--- config.mk ---
export PLATFORM = sky130hd
export DESIGN_NAME = uart_rx
export DESIGN_NICKNAME = d
export VERILOG_FILES = /design/src/rtl/uart_rx.sv
export SDC_FILE = /design/constraint.sdc
export NUM_CORES = 1
export LEC_CHECK = 0
export ABC_CLOCK_PERIOD_IN_PS = 6200
export BUFFER_PORTS_ARGS = -buffer_cell sky130_fd_sc_hd__buf_2
export CORE_ASPECT_RATIO = 0.8
export CORE_UTILIZATION = 48
export CTS_CLUSTER_SIZE = 10
export DETAILED_ROUTE_END_ITERATION = 10
export GPL_TIMING_DRIVEN = 0
export MAX_ROUTING_LAYER = met4
export PLACE_DENSITY = 0.67
export RECOVER_POWER = 100
export SETUP_SLACK_MARGIN = 0.3
export SLEW_MARGIN = 10
export SYNTH_ARGS = -nofsm -noshare
export SYNTH_HDL_FRONTEND = slang
export SYNTH_SLANG_ARGS = --single-unit
export TNS_END_PERCENT = 1
--- constraint.sdc ---
create_clock -name clk -period 6.2 [get_ports clk]
set_clock_uncertainty 0.2 [all_clocks]
set_input_delay 0.31 -clock clk [delete_from_list [all_inputs] [get_ports clk]]
set_output_delay 0.31 -clock clk [all_outputs]
set_load 0.02 [all_outputs]
--- src/rtl/uart_rx.sv ---
// uart_rx: 1 start / 8 data (LSB first) / 2 stop receiver, mid-bit sampling, one-entry holding register.
// Define UART_RX_PARITY_EN to add an even-parity bit between the data and stop bits (adds err_parity).
module uart_rx #(
    parameter int BRR_W = 16
) (
    input  logic             clk,
    input  logic             rst,
    input  logic [BRR_W-1:0] brr,
    input  logic             rx,
    output logic [7:0]       data_in,
    output logic             valid,
    input  logic             ready,
    output logic             busy,
    output logic             err_frame,
    output logic             err_overrun,
`ifdef UART_RX_PARITY_EN
    output logic             err_parity,
`endif
    input  logic             err_clr
);

    localparam logic [2:0] S_IDLE  = 3'd0;
    localparam logic [2:0] S_START = 3'd1;
    localparam logic [2:0] S_DATA  = 3'd2;
    localparam logic [2:0] S_STOP1 = 3'd3;
    localparam logic [2:0] S_STOP2 = 3'd4;
`ifdef UART_RX_PARITY_EN
    localparam logic [2:0] S_PAR   = 3'd5;
`endif
    localparam logic [BRR_W-1:0] ONE     = BRR_W'(1);
    localparam logic [BRR_W-1:0] MIN_BRR = BRR_W'(4);

    logic [2:0]       state;
    logic             armed;
    logic             rx_m, rxs;
    logic [BRR_W-1:0] brr_eff, brr_l, cnt;
    logic [2:0]       bitcnt;
    logic [7:0]       shreg;
    logic             stop_bad;
`ifdef UART_RX_PARITY_EN
    logic             par_bad;
`endif
    logic             tick, done, load;

    assign brr_eff = (brr < MIN_BRR) ? MIN_BRR : brr;
    assign tick    = (cnt == '0);
    assign done    = (state == S_STOP2) && tick;
    // a consume in the completion cycle frees the slot for the new byte
    assign load    = done && (!valid || ready);
    assign busy    = (state != S_IDLE);

    always_ff @(posedge clk) begin
        if (rst) begin
            rx_m        <= 1'b1;
            rxs         <= 1'b1;
            state       <= S_IDLE;
            armed       <= 1'b0;
            brr_l       <= '0;
            cnt         <= '0;
            bitcnt      <= '0;
            shreg       <= '0;
            stop_bad    <= 1'b0;
            data_in     <= '0;
            valid       <= 1'b0;
            err_frame   <= 1'b0;
            err_overrun <= 1'b0;
`ifdef UART_RX_PARITY_EN
            par_bad     <= 1'b0;
            err_parity  <= 1'b0;
`endif
        end else begin
            rx_m <= rx;
            rxs  <= rx_m;
            if (!tick) cnt <= cnt - ONE;

            case (state)
                S_IDLE: begin
                    if (rxs) begin
                        armed <= 1'b1;
                    end else if (armed) begin
                        state  <= S_START;
                        brr_l  <= brr_eff;
                        cnt    <= (brr_eff >> 1) - ONE;
                        bitcnt <= '0;
                    end
                end
                S_START: if (tick) begin
                    if (rxs) begin
                        state <= S_IDLE;
                        armed <= 1'b1;
                    end else begin
                        state <= S_DATA;
                        cnt   <= brr_l - ONE;
                    end
                end
                S_DATA: if (tick) begin
                    shreg  <= {rxs, shreg[7:1]};
                    bitcnt <= bitcnt + 3'd1;
                    cnt    <= brr_l - ONE;
                    if (bitcnt == 3'd7) begin
`ifdef UART_RX_PARITY_EN
                        state <= S_PAR;
`else
                        state <= S_STOP1;
`endif
                    end
                end
`ifdef UART_RX_PARITY_EN
                S_PAR: if (tick) begin
                    par_bad <= ^{rxs, shreg};
                    state   <= S_STOP1;
                    cnt     <= brr_l - ONE;
                end
`endif
                S_STOP1: if (tick) begin
                    stop_bad <= !rxs;
                    state    <= S_STOP2;
                    cnt      <= brr_l - ONE;
                end
                S_STOP2: if (tick) begin
                    // line must return high before another start is accepted
                    state <= S_IDLE;
                    armed <= 1'b0;
                end
                default: state <= S_IDLE;
            endcase

            if (load) begin
                data_in <= shreg;
                valid   <= 1'b1;
            end else if (valid && ready) begin
                valid <= 1'b0;
            end

            // set events take priority over err_clr
            if (done && (stop_bad || !rxs)) err_frame <= 1'b1;
            else if (err_clr)               err_frame <= 1'b0;

            if (done && !load) err_overrun <= 1'b1;
            else if (err_clr)  err_overrun <= 1'b0;
`ifdef UART_RX_PARITY_EN
            if (done && par_bad) err_parity <= 1'b1;
            else if (err_clr)    err_parity <= 1'b0;
`endif
        end
    end

endmodule
==> impl_metrics.env, run 1 <==
export IMPL_status="finished, violations left"
export IMPL_violations="capacitance limit"
export IMPL_layout_commonest_cell="nand2_1"
export IMPL_ir_drop_v=0.000172
export IMPL_ys_warn_count=0
export IMPL_power_internal_uw=893
export IMPL_mostFrequentLayoutCells="nand2_1, dfxtp_1, a21oi_1, nor2_1, clkbuf_1"
export IMPL_crit_chain="inv_1 -> ha_1 -> or3b_1 -> or4_1 -> clkbuf_1 -> a211oi_1 -> a21oi_1 -> a221oi_1 -> nor2_1"
export IMPL_die_area_sq_um=7350
export IMPL_rows=26
export IMPL_cp_max_fo=10
export IMPL_rsz0062_at_grt="no"
export IMPL_start_kind="flop"
export IMPL_cts_sinks=61
export IMPL_grt_usage=0.262
export IMPL_worst_path_buf_inv=2
export IMPL_htree_levels=3
export IMPL_worstPathArrival_ns=3.98
export IMPL_dpl_hpwl_microns=6400
export IMPL_finalSetupViolCount=0
export IMPL_antenna_left=0
export IMPL_grt_pass1_wl_microns=14300
export IMPL_wl_per_cell_microns=15.7
export IMPL_die_width_microns=95.6
export IMPL_p_per_area_nw_per_um2=371
export IMPL_ys_types=51
export IMPL_place_ws_ns=2.98
export IMPL_path_class="reg2reg"
export IMPL_wl_microns=8730
export IMPL_p_sw_frac=0.365
export IMPL_mappedNetlistArea_sq_um=3360
export IMPL_gp_congestion=0.915
export IMPL_synthToLayoutAreaGrowth_pct=12.7
export IMPL_grt_max_degree=12
export IMPL_fmax_ghz=0.252
export IMPL_crit_slowest_cell="a211oi_1"
export IMPL_end_kind="flop"
export IMPL_drive_above_1_share=0.110
export IMPL_clk_latency_ns=0.35
export IMPL_grt_pass1_vias=2909
export IMPL_synth_enable_flop_cells=0
export IMPL_cts_buffer_depth=2
export IMPL_setup_tns_ns=0
export IMPL_hold_class="in2reg"
export IMPL_root_buffer="clkbuf_8"
export IMPL_finalCriticalPeriod_ns=3.96
export IMPL_viasPerCell=5.73
export IMPL_cts_tree="built"
export IMPL_cts_resized=0
export IMPL_die_h_microns=76.9
export IMPL_postCtsSetupBuffers=0
export IMPL_final_nets=494
export IMPL_final_max_slew_violation_count=0
export IMPL_overflow=0
export IMPL_dr_pass1_iters=5
export IMPL_p_switching_uw=513
export IMPL_cts_buffers=9
export IMPL_worst_slack_ns=2.24
export IMPL_vias=3184
export IMPL_path_delay_family="compound AO/OA/AOI/OAI gates"
export IMPL_maxSlewHeadroom=0.00238
export IMPL_core_area_sq_um=6570
export IMPL_floorplan_initialDensity=0.512
export IMPL_drc_errors=0
export IMPL_worst_slew_pin_slew_ns=1.49
export IMPL_hold_viol_final=0
export IMPL_synth_net_count=451
export IMPL_layout_worst_path_cycle_share=0.639
export IMPL_avgSynthCellArea_sq_um=7.93
export IMPL_numPortBuffers=31
export IMPL_pin_count=33
export IMPL_yosysSeqAreaShare=0.363
export IMPL_maxCapViolCount=1
export IMPL_pwr_share_clk=0.288
export IMPL_synth_seq_cells=61
export IMPL_p_leak_uw=0.00138
export IMPL_seqPwrFrac=0.349
export IMPL_share_comb_of_total_power=0.364
export IMPL_path_clk_slew_ns=0.07
export IMPL_diodes=0
export IMPL_r2r_slack_ns=2.24
export IMPL_required_ns=6.21
export IMPL_antenna_found_initial=0
export IMPL_initialDrtViolationCount=154
export IMPL_syn_instance_count=424
export IMPL_max_stage_delay_ns=1.15
export IMPL_synthArstFlopShare=0
export IMPL_synth_main_ff_cell="dfxtp_1"
==> synth_stat cells (8+ instances only) <==
cell type | n | share of area
inv_1 | 8 | 0.0089
nor4_1 | 8 | 0.015
clkbuf_1 | 17 | 0.019
dfxtp_1 | 61 | 0.36
nand2_1 | 70 | 0.078
a21oi_1 | 48 | 0.071
nand2b_1 | 8 | 0.015
or2_2 | 10 | 0.019
xor2_1 | 14 | 0.036
xnor2_1 | 16 | 0.042
nor2_1 | 42 | 0.047
mux2i_1 | 9 | 0.027
nor3_1 | 14 | 0.021
nand3_1 | 13 | 0.019
==> power by group through the flow <==
stage / Combinational [uW] / Clock, uW / Sequential, uW
floorplan: 423 / 0 / 482
global placement: 519 / 0 / 494
detailed placement: 525 / 0 / 496
CTS: 533 / 411 / 487
global route: 571 / 424 / 496
finish: 511 / 405 / 490
==> kinds of logic after synthesis <==
group                    synth area share
AND/OR/NAND/NOR                     0.291
XOR/XNOR                           0.0781
buffers and inverters              0.0339
AO/OA/AOI/OAI                       0.182
adder cells (fa/ha/maj)            0.0223
multiplexers                       0.0301
flip-flops                          0.363
==> layer usage <==
metal | global-route usage | vias to the layer above | part of all wire
met5 | - | - | 0
met4 | 0.0970 | 0 | 0.013
met3 | 0.0536 | 14 | 0.060
met2 | 0.361 | 97 | 0.43
met1 | 0.376 | 1479 | 0.50
li1 | - | 1594 | -
==> path summary, 6_finish.rpt <==
check	cells past startpoint	startpoint	endpoint
setup / recovery	9	cnt[0]	cnt[3]
setup reg to reg	9	cnt[0]	cnt[3]
hold reg to reg	1	rx_m	rxs
hold / removal	3	brr[0]	brr_l[0]
==> stage by stage <==
stage / power [uW] / instance area [sq um] / std cells / utilization / hold slack, ns
final: 1410 / 3790 / 556 / 0.577 / 0.0112
after global routing: 1490 / 3790 / 556 / 0.577 / 0.0361
after CTS: 1430 / 3860 / 556 / 0.587 / 0.00200
after detailed placement: 1020 / 3620 / 539 / 0.551 / 0.199
after global placement: 1010 / 3620 / 539 / 0.551 / 0.197
after floorplan: 904 / 3360 / 424 / - / 0.189
==> area by class of cell <==
class / instances / area (sq um)
Buffer: 20 / 78.8
Clock buffer: 10 / 138
Clock inverter: 6 / 86.3
Fill cell: 640 / 2780
Inverter: 8 / 30.0
Multi-Input combinational cell: 335 / 1980
Sequential cell: 61 / 1220
Tap cell: 84 / 105
Timing Repair Buffer: 32 / 150
==> worst register-to-register path, delay by kind of cell, from the launching register on <==
kind / cells / cell delay (ns)
DFF: 1 / 0.36
AOI/OAI and AO/OA: 3 / 1.62
and+or+nand+nor: 3 / 1.02
adders and majority gates: 1 / 0.30
buffers and inverters: 2 / 0.33
==> registers in the layout, summed over array words and instances, names as in the netlist <==
register,flops
valid,1
cnt,16
stop_bad,1
data_in,8
shreg,8
err_frame,1
rxs,1
brr_l,16
bitcnt,3
armed,1
rx_m,1
err_overrun,1
state,3
==> repair_timing <==
action	4_1_cts	5_1_grt
setup endpoints to repair	0	0
hold buffers	1	0
endpoints found under the hold margin	1	0
(Power assumes the default switching activity.)
==> run 2: changes to the inputs <==
--- a/config.mk
+++ b/config.mk
@@ -5,7 +5,7 @@
 export SDC_FILE = /design/constraint.sdc
 export NUM_CORES = 1
 export LEC_CHECK = 0
-export ABC_CLOCK_PERIOD_IN_PS = 6200
+export ABC_CLOCK_PERIOD_IN_PS = 3480
 export BUFFER_PORTS_ARGS = -buffer_cell sky130_fd_sc_hd__buf_2
 export CORE_ASPECT_RATIO = 0.8
 export CORE_UTILIZATION = 48
@@ -13,7 +13,7 @@
 export DETAILED_ROUTE_END_ITERATION = 10
 export GPL_TIMING_DRIVEN = 0
 export MAX_ROUTING_LAYER = met4
-export PLACE_DENSITY = 0.67
+export PLACE_DENSITY = 0.69
 export RECOVER_POWER = 100
 export SETUP_SLACK_MARGIN = 0.3
 export SLEW_MARGIN = 10
==> constraint.sdc (replaced) <==
create_clock -name clk -period 3.48 [get_ports clk]
set_clock_uncertainty 0.2 [all_clocks]
set_input_delay 0.174 -clock clk [delete_from_list [all_inputs] [get_ports clk]]
set_output_delay 0.174 -clock clk [all_outputs]
set_load 0.02 [all_outputs]
==> run 2 against run 1 <==
Compared with the run above: utilization grew 3.3 points; via count increased by 1.5%; critical endpoint is now cnt[14]; flip-flop and latch count unchanged; critical path depth grew 1; die area is the same; first-iteration DRC count is 38% higher; combinational power up 81%; count of clock-buffer cells in the layout rose by 2; the run now ends clean; cell area grew 5.7%.
==> impl_metrics.env, run 2 (same netlist as run 1, synthesis figures left out) <==
export IMPL_mostFrequentLayoutCells="nand2_1, dfxtp_1, a21oi_1, nor2_1, clkbuf_1"
export IMPL_fmax_ghz=0.320
export IMPL_initialDrtViolationCount=213
export IMPL_hold_ws_ns=0.0720
export IMPL_antenna_left=0
export IMPL_maxSlewHeadroom=0.419
export IMPL_path_class="reg2reg"
export IMPL_gp_congestion=0.905
export IMPL_ir_drop_v=0.000295
export IMPL_rows=26
export IMPL_dpl_hpwl_microns=6300
export IMPL_die_width_microns=95.6
export IMPL_status="completed"
export IMPL_pin_count=33
export IMPL_multi_input_area_sq_um=2010
export IMPL_dp_cells=539
export IMPL_layout_commonest_cell="nand2_1"
export IMPL_synthToLayoutAreaGrowth_pct=19.1
export IMPL_finalSetupViolCount=0
export IMPL_worstPathArrival_ns=3.12
export IMPL_hold_depth=3
export IMPL_fillers=608
export IMPL_floorplan_initialDensity=0.512
export IMPL_top_regs="brr_l x16, cnt x16"
export IMPL_dr_pass1_iters=4
export IMPL_placed_area_sq_um=3620
export IMPL_cts_buffer_depth=2
export IMPL_finalCriticalPeriod_ns=3.12
export IMPL_critPathLaunch="cnt[0]"
export IMPL_die_area_sq_um=7350
export IMPL_grt_usage=0.272
export IMPL_viasPerCell=5.62
export IMPL_grt_max_degree=11
export IMPL_final_nets=513
export IMPL_worst_slew_pin_slew_ns=0.867
export IMPL_numPortBuffers=31
export IMPL_drive_above_1_share=0.122
export IMPL_htree_levels=3
export IMPL_p_leak_uw=0.00147
export IMPL_core_area_sq_um=6570
export IMPL_vias=3231
export IMPL_cp_max_fo=10
export IMPL_wl_per_cell_microns=15.5
export IMPL_fin_area_sq_um=4010
export IMPL_worst_r2r_path_depth=10
export IMPL_cts_sinks=61
export IMPL_root_buffer="clkbuf_8"
export IMPL_grt_pass1_wl_microns=14700
export IMPL_clk_latency_ns=0.35
export IMPL_hold_viol_final=0
export IMPL_rsz0062_at_grt="yes"
export IMPL_start_kind="flop"
export IMPL_required_ns=3.48
export IMPL_seqCellArea_sq_um=1220
export IMPL_drc_errors=0
export IMPL_diodes=0
export IMPL_layout_worst_path_cycle_share=0.897
export IMPL_die_h_microns=76.9
export IMPL_path_clk_slew_ns=0.07
export IMPL_cts_buffers=9
export IMPL_maxCapViolCount=0
export IMPL_worstHoldStart="brr[2]"
export IMPL_antenna_found_initial=0
export IMPL_overflow=0
export IMPL_wl_microns=8910
export IMPL_end_kind="flop"
export IMPL_p_per_area_nw_per_um2=614
export IMPL_place_ws_ns=0.360
export IMPL_cts_tree="built"
export IMPL_hold_class="in2reg"
export IMPL_setup_tns_ns=0
export IMPL_r2r_start="cnt[0]"
export IMPL_worst_slack_ns=0.357
export IMPL_final_cells=575
export IMPL_grt_pass1_vias=2941
export IMPL_final_max_slew_violation_count=0
[run 2: worst paths after layout]
kind / endpoint / slack (ns)
worst min-delay path: brr_l[2] / 0.07
worst min register to register: rxs / 0.22
worst max register to register: cnt[14] / 0.36
worst max-delay path: cnt[14] / 0.36
[run 2: where the power goes]
group | internal, uW | leakage [uW] | total [uW] | switching (uW)
sequential | 776 | 0.000495 | 867 | 91.1
combinational | 402 | 0.000860 | 925 | 523
clock | 386 | 0.000112 | 668 | 283
[run 2: worst max-delay path, stage by stage, from the launching register on]
cell and delay (ns):
dfxtp_1 0.36, inv_1 0.10, ha_1 0.29, or3b_1 0.43, or4_1 0.51, clkbuf_1 0.26, a211oi_4 0.30, buf_12 0.16
nor2_1 0.05, o21ai_0 0.13, o221ai_1 0.16
[run 2: final cells by class]
type	instances	share of cell area
Multi-Input combinational cell	335	0.503
Sequential cell	61	0.305
Timing Repair Buffer	51	0.0862
Clock buffer	12	0.0412
Tap cell	84	0.0262
Buffer	20	0.0197
Clock inverter	4	0.0112
Inverter	8	0.00750
[run 2: metrics by stage]
| step | util | power, uW |
|---|---|---|
| 3_3_place_gp | 0.551 | 1800 |
| 6_report | 0.609 | 2460 |
| 5_1_grt | 0.609 | 2620 |
| 2_1_floorplan | - | 1610 |
| 3_5_place_dp | 0.551 | 1820 |
| 4_1_cts | 0.609 | 2500 |
[run 2: timing repair]
action / 4_1_cts / 5_1_grt
gates resized for setup: 0 / 1
buffers inserted: 0 / 3
setup endpoints to repair: 0 / 11
hold endpoints to repair: 18 / 0
hold buffers: 17 / 0
[run 2: routing by layer]
metal  track usage  vias to the layer above  part of all wire
met5             -                        -                 0
met4        0.0731                        0            0.0065
met3        0.0675                        7             0.065
met2         0.380                       91              0.44
met1         0.388                     1514              0.49
li1              -                     1619                 -
